`config.mk`:
```
export PLATFORM = sky130hd
export DESIGN_NAME = inst_fetch_ctrl
export DESIGN_NICKNAME = d
export VERILOG_FILES = /design/src/rtl/inst_fetch_ctrl.sv
export SDC_FILE = /design/constraint.sdc
export NUM_CORES = 1
export LEC_CHECK = 0
export ABC_AREA = 0
export CORE_ASPECT_RATIO = 1.2
export CORE_UTILIZATION = 50
export CTS_CLUSTER_DIAMETER = 100
export CTS_CLUSTER_SIZE = 20
export DETAILED_ROUTE_END_ITERATION = 8
export DONT_BUFFER_PORTS = 1
export PLACE_DENSITY = 0.68
export SLEW_MARGIN = 20
export SYNTH_ARGS = -nofsm -noshare
export SYNTH_HDL_FRONTEND = slang
export SYNTH_SLANG_ARGS = --single-unit
```
`constraint.sdc`:
```
create_clock -name iClk -period 1.5 [get_ports iClk]
set_input_delay 0.45 -clock iClk [delete_from_list [all_inputs] [get_ports iClk]]
set_output_delay 0.45 -clock iClk [all_outputs]
set_load 0.005 [all_outputs]
```
`src/rtl/inst_fetch_ctrl.sv`:
```
// Instruction-ROM fetch sequencer: walks the ROM from index 0 and presents each word over valid/ready.
// Optional retired-instruction counter is built only when FETCH_PERF_CNT_EN is defined.
module inst_fetch_ctrl #(
  parameter int WIDTH    = 32,
  parameter int NUM_INST = 15,
  parameter int AW       = 4
) (
  input  logic             iClk,
  input  logic             iRstN,
  input  logic             iStart,
  input  logic             iReady,
  output logic [AW-1:0]    oRomAddr,
  input  logic [WIDTH-1:0] iRomData,
  output logic             oValid,
  output logic [WIDTH-1:0] oInst,
  output logic [WIDTH-1:0] oPc,
  output logic [6:0]       oOpcode,
  output logic [4:0]       oRD,
  output logic [2:0]       oFunct3,
  output logic [4:0]       oRS1,
  output logic [4:0]       oRS2,
  output logic [6:0]       oFunct7,
  output logic             oBusy,
  output logic             oDone,
  output logic [15:0]      oInstCount
);

  typedef enum logic [2:0] {IDLE, FETCH, LOAD, OUT, DONE} state_e;

  state_e           state_q, state_d;
  logic [AW-1:0]    idx_q, idx_d;
  logic [WIDTH-1:0] inst_q, inst_d;
  logic [WIDTH-1:0] pc_q, pc_d;
  logic             valid_q, valid_d;
  logic             done_q, done_d;

  always_ff @(posedge iClk or negedge iRstN) begin
    if (!iRstN) begin
      state_q <= IDLE;
      idx_q   <= '0;
      inst_q  <= '0;
      pc_q    <= '0;
      valid_q <= 1'b0;
      done_q  <= 1'b0;
    end else begin
      state_q <= state_d;
      idx_q   <= idx_d;
      inst_q  <= inst_d;
      pc_q    <= pc_d;
      valid_q <= valid_d;
      done_q  <= done_d;
    end
  end

  always_comb begin
    state_d = state_q;
    idx_d   = idx_q;
    inst_d  = inst_q;
    pc_d    = pc_q;
    valid_d = valid_q;
    done_d  = done_q;
    case (state_q)
      IDLE: if (iStart) begin
        idx_d   = '0;
        state_d = FETCH;
      end
      FETCH: state_d = LOAD;
      LOAD: begin
        // A zero word is the terminator and is never handed downstream.
        if (iRomData == '0) begin
          done_d  = 1'b1;
          state_d = DONE;
        end else begin
          inst_d  = iRomData;
          pc_d    = {{(WIDTH-AW){1'b0}}, idx_q} << 2;
          valid_d = 1'b1;
          state_d = OUT;
        end
      end
      OUT: if (iReady) begin
        valid_d = 1'b0;
        if (idx_q == AW'(NUM_INST-1)) begin
          done_d  = 1'b1;
          state_d = DONE;
        end else begin
          idx_d   = idx_q + 1'b1;
          state_d = FETCH;
        end
      end
      DONE: if (iStart) begin
        done_d  = 1'b0;
        idx_d   = '0;
        state_d = FETCH;
      end
      default: state_d = IDLE;
    endcase
  end

  assign oRomAddr = idx_q;
  assign oValid   = valid_q;
  assign oInst    = inst_q;
  assign oPc      = pc_q;
  assign oOpcode  = inst_q[6:0];
  assign oRD      = inst_q[11:7];
  assign oFunct3  = inst_q[14:12];
  assign oRS1     = inst_q[19:15];
  assign oRS2     = inst_q[24:20];
  assign oFunct7  = inst_q[31:25];
  assign oBusy    = (state_q == FETCH) || (state_q == LOAD) || (state_q == OUT);
  assign oDone    = done_q;

`ifdef FETCH_PERF_CNT_EN
  logic [15:0] cnt_q;
  logic        start_acc, accept;

  assign start_acc = iStart && ((state_q == IDLE) || (state_q == DONE));
  assign accept    = valid_q && iReady;

  always_ff @(posedge iClk or negedge iRstN) begin
    if (!iRstN)                          cnt_q <= '0;
    else if (start_acc)                  cnt_q <= '0;
    else if (accept && cnt_q != 16'hFFFF) cnt_q <= cnt_q + 16'd1;
  end

  assign oInstCount = cnt_q;
`else
  assign oInstCount = 16'h0000;
`endif

endmodule

```
After elaboration in Yosys (flattened, before gate mapping)
Index checks and enable logic that the tools add are counted.
{"block": "word_totals", "regBits": 45, "output_inout_bits": 119}
{"block": "classes", "reduce_logical": 13, "muxes": 17, "n_eq_ne": 12, "addsub": 1, "n_bitwise": 1}
{"operator": "$logic_not A32 Y1", "n": 1}
{"operator": "$mux W3", "n": 4}
{"operator": "$mux W4", "n": 3}
{"operator": "$ne A2 B2 Y1 const B", "n": 6}
{"operator": "$pmux W3 S4", "n": 1}
{"operator": "$pmux W4 S2", "n": 1}
{"operator": "$eq A3 B2 Y1 const B", "n": 2}
{"operator": "$mux W1", "n": 6}
{"operator": "$reduce_and A5 Y1", "n": 1}
{"operator": "$add A4 B1 Y4 const B", "n": 1}
{"operator": "$eq A4 B4 Y1 const B", "n": 1}
{"operator": "$reduce_and A2 Y1", "n": 2}
{"operator": "$reduce_and A4 Y1", "n": 1}
{"operator": "$reduce_bool A2 Y1", "n": 2}
{"operator": "$eq A3 B1 Y1 const B", "n": 1}
{"operator": "$eq A3 B3 Y1 const B", "n": 1}
{"operator": "$logic_not A3 Y1", "n": 1}
{"operator": "$pmux W1 S3", "n": 1}
{"operator": "$reduce_and A3 Y1", "n": 1}
{"operator": "$reduce_bool A3 Y1", "n": 1}
{"operator": "$logic_or A1 B1 Y1", "n": 2}
{"operator": "$ne A2 B1 Y1 const B", "n": 1}
{"operator": "$pmux W1 S2", "n": 1}
{"operator": "$reduce_or A2 Y1", "n": 1}
{"operator": "$not A1 Y1", "n": 1}

Longest topological paths before layout
Gate-level depths: netlist of run 1.
{"block": "logic_depth", "depth_word": 4, "mapped_depth": 6, "ltp_nobuf": 6}

Least setup slack after synthesis of run 1
No wires, ideal clock.
{"block": "synth_timing", "path_kind": "input port to flip-flop", "startpoint": "in iRomData[26]", "endpoint": "reg inst_q[10] (netlist: oInst[10])", "n_path_buf": 2, "t_arrival_ps": 1665, "setup_slack_ps": -292, "setup_time_ps": 127, "stages": 6, "path_cell_list": "nor4_1 > nand4_1 > o21ai_1 > buf_6 > buf_8 > mux2_1"}
{"block": "synth_via", "elab_chain_cells": 3}
{"item": "start, declared", "line": "13", "source": "input logic [WIDTH-1:0] iRomData,"}
{"item": "$logic_not A32 Y1", "line": "70", "source": "if (iRomData == '0) begin"}
{"item": "$not A1 Y1 (no source line)"}
{"item": "$reduce_and A2 Y1 (no source line)"}
{"item": "end signal, assigned", "line": "48", "source": "inst_q <= inst_d;"}
{"item": "end, declared", "line": "32", "source": "logic [WIDTH-1:0] inst_q, inst_d;"}
Every way passes these cells.
A chain may end at the register's enable or synchronous reset.

Final worst setup path of run 1
{"block": "layout_timing", "startpoint": "in iRomData[6]", "endpoint": "reg inst_q[4] (netlist: oInst[4])"}
The elaborated chain is that of the path after synthesis.

==> run summary, run 1 <==
Yosys attributes the largest share of cell area to sky130_fd_sc_hd__dfrtp_1 (45%), sky130_fd_sc_hd__buf_4 (23%), sky130_fd_sc_hd__mux2_1 (8.2%). For the number of placed I/O pins, the log shows 155. The tools report the max-slew violation count as 0. The share of final-layout standard cells stronger than drive strength 1 was 36.2%; the clock transition time at the flip-flop clock pins of the worst setup and hold paths was 0.09 ns. Entering global routing, the biggest net connects 46 pins. Setup violations remaining at the end of the flow were counted as 38. The flow ran to the end, but the final reports show violations. Static timing analysis puts the maximum clock frequency at 0.636 GHz. Max-cap violations in this run came to 0.

TritonCTS built the clock tree. Worst hold margin: -0.161 ns. Largest stage delay on the critical path: 0.30 ns. The share of the core filled with cells in the final layout is 57.1%. After synthesis, the most frequently instantiated cells are sky130_fd_sc_hd__buf_4 (77), sky130_fd_sc_hd__dfrtp_1 (45), sky130_fd_sc_hd__mux2_1 (18), sky130_fd_sc_hd__mux2_2 (18), sky130_fd_sc_hd__nor4_1 (8). Setup repair after global routing could not meet its margin everywhere. Traced cell by cell, the critical path runs through nor4_4 -> nand4_1 -> o21ai_4 -> buf_12 -> buf_12 -> mux2_4. Summed over all instances, the cell type with the most area after synthesis is sky130_fd_sc_hd__dfrtp_1. Measured along the y axis, the die boundary spans 79.1 um.

The maximum clock insertion buffer count was 2. In the post-synthesis netlist, the cell with the most instances is sky130_fd_sc_hd__buf_4. The synthesized netlist occupies a cell area of 2480 sq um. Buffer cell driving the clock tree root: sky130_fd_sc_hd__clkbuf_8. Total power for the finished layout comes to 0.00562 W. The clock drives 45 sinks.

The run gives -0.0733 ns as the final setup slack of the worst path. The repair_antennas step left the layout with diodes totalling 0. The cell that appears most often on the critical path is sky130_fd_sc_hd__buf_12. The critical path starts at iRomData[6].

After global routing the overflow that remains totals 0. The worst path required time was 1.68 ns; the placed wire-length estimate after detailed placement was 2.94 mm. Slowest stage cell on the critical path: sky130_fd_sc_hd__mux2_4. The run gives 45.5% as the sequential element share of the synthesized area. The type of the worst setup path was primary input to register.

The final setup TNS is -2.29 ns, and the area share of the leading cell type in the synthesized netlist is 45.5%. The chip width is 66.3 um. VDD sags by at most 0.000837 V. Core outline area: 4660 sq um. The type of the most critical hold path was primary input to async pin.

The final critical path takes up 105% of the cycle. The endpoint type of the worst setup path is a register. For this run, asynchronously set or reset flops after synthesis account for 100%. The routed design has 4.50 mm of wire. The logs give 2 for the number of H-tree levels and 0 for the number of nets with antenna violations after routing.

In this run, synthesis inferred 0 flip-flops with an integrated enable. Via count of the first global-routing pass: 1366. Type of origin of the critical path: a primary input. The run gives 5240 sq um as the die outline area. The run gives 1.30 nW as the leakage power of the design. At the worst endpoint, the arrival time is 1.75 ns. The congestion estimate from routability-driven global placement came to 0.768. The final critical delay including setup and external delays was 1.57 ns. The average footprint of a synthesized cell is 11.4 sq um, and the post-placement cell count is 250. The final layout contains 244 nets.

In this run, synthesis produced a sequential element count of 45. Counting the fill cells in the layout gives 395. Number of antenna violations at the first check in global routing: 0.

The floorplan has 27 rows. The first-pass GRT wire length is 6.64 mm, and the peak fanout along the critical path is 11. The setup clock skew after layout was 0.0107 ns; the DRC violation total after the first TritonRoute iteration was 42. The final reports fail on negative hold slack, negative setup slack. The critical path buffer and inverter count came out at 2. Cell class contributing the biggest share of worst-path delay: simple AND/OR/NAND/NOR gates. The worst register-to-register path begins at state_q[0]. The total global-route track usage was 16.9%; the count of endpoints failing hold in the final timing report was 45. The run gives 5 as the number of buffers created by CTS.

The detail-routed net length per standard cell works out to 17.0 um. From synthesis to final layout, the design area changed by 7.47%. Once the floorplan was initialized, standard cells occupied 53.1% of the core. Using the TritonRoute via totals, the vias-per-cell ratio works out to 5.03. The routed via count is 1333.

The predominant post-synthesis flop cell is sky130_fd_sc_hd__dfrtp_1. In this run the tool buffered the top-level ports with 0 buffer cells. The number of cells in the finished layout apart from fillers is 265, and the synthesized instance count is 217. For this design the ratio of total power to cell area is 2110 nW/um^2.

For this run, the number of Yosys warnings is 0. The netlist uses 30 different library cells. At the placement stage, the worst setup path has a slack of -0.536 ns. After detailed routing, the number of remaining DRC violations is 0.

The run gives 4 as the iteration count of the initial detailed-routing pass. For the clock latency of the later-clocked register in the worst-skew pair, the log shows 0.29 ns.
==> state kept, by name, indices dropped and copies added (netlist names) <==
register  count
oInst        32
oRomAddr      4
oValid        1
oDone         1
oPc           4
state_q       3
==> logic make-up (layout without fill, tap and decap cells) <==
| family | count (synthesis) | count (layout) | share of synthesized area [%] |
|---|---|---|---|
| muxes | 36 | 36 | 16.4 |
| buffers and inverters | 81 | 28 | 25.2 |
| and+or+nand+nor | 38 | 38 | 8.44 |
| adders and majority gates | 2 | 2 | 1.01 |
| other | 1 | 44 | 0.151 |
| DFF | 45 | 45 | 45.5 |
| AOI/OAI and AO/OA | 14 | 14 | 3.43 |
==> path summary, 6_finish.rpt <==
kind,endpoint,slack [ns],depth (start not counted)
worst max-delay path,oInst[4],-0.07,6
worst min-delay path,oInst[7],-0.16,0
worst max register to register,state_q[0],0,7
worst min register to register,oValid,0.53,2
max in group asynchronous,oRomAddr[3],1.57,0
min in group iClk,oInst[14],0.30,1
==> report_power, final <==
group / total [W] / internal [W] / switching [W]
logic: 0.00245 / 0.00160 / 0.000853
clock network: 0.000732 / 0.000330 / 0.000401
registers: 0.00244 / 0.00178 / 0.000654
==> metrics by stage <==
stage | hold WS, ns | instance area, sq um
3_3_place_gp | 0.156 | 2270
3_5_place_dp | 0.155 | 2270
5_1_grt | -0.184 | 2660
2_1_floorplan | 0.154 | 2700
4_1_cts | -0.169 | 2560
6_report | -0.161 | 2660
==> cell usage in the layout (no fill, tap or decap), types with 2 or more instances in the layout <==
cell,instances
sky130_fd_sc_hd__mux2_4,36
sky130_fd_sc_hd__nand2_1,7
sky130_fd_sc_hd__dfrtp_1,45
sky130_fd_sc_hd__ha_1,2
sky130_fd_sc_hd__clkbuf_8,5
sky130_fd_sc_hd__a21oi_1,5
sky130_fd_sc_hd__o21ai_0,3
sky130_fd_sc_hd__nand4_1,2
sky130_fd_sc_hd__buf_6,2
sky130_fd_sc_hd__clkbuf_1,2
sky130_fd_sc_hd__nor4_4,6
sky130_fd_sc_hd__nor2_4,2
sky130_fd_sc_hd__nor2_1,5
sky130_fd_sc_hd__conb_1,44
sky130_fd_sc_hd__buf_4,12
sky130_fd_sc_hd__a31oi_1,2
sky130_fd_sc_hd__buf_12,4
sky130_fd_sc_hd__nand3_1,5
==> timing repair <==
item / in CTS / in global routing
pin swaps: 4 / 4
setup buffers: 4 / 2
hold endpoints to repair: 45 / 45
gates resized for setup: 31 / 22
gates cloned: 1 / 1
endpoints found under the setup margin: 39 / 39
==> routing by layer <==
metal	GRT usage (%)	wire, um
met5	0	0
met3	5.89	351
met2	28.2	2210
met1	19.9	1890
met4	6.17	60
==> final cells by class <==
class | instances | area, sq um | area share (%)
multi-input cells | 134 | 1160 | 43.5
clock buffers | 7 | 76.3 | 2.87
repair buffers | 19 | 218 | 8.18
well taps | 58 | 72.6 | 2.73
inverters | 1 | 3.75 | 0.141
clock inverters | 1 | 7.51 | 0.282
flip-flops and latches | 45 | 1130 | 42.3
No activity file was read; power rests on OpenSTA's default activity.
==> run 2, diff against run 1 <==
- GPL_ROUTABILITY_DRIVEN: not set -> 0
==> results of run 2 <==
Same layout as run 1: the final DEF is identical, and so are final timing and power.
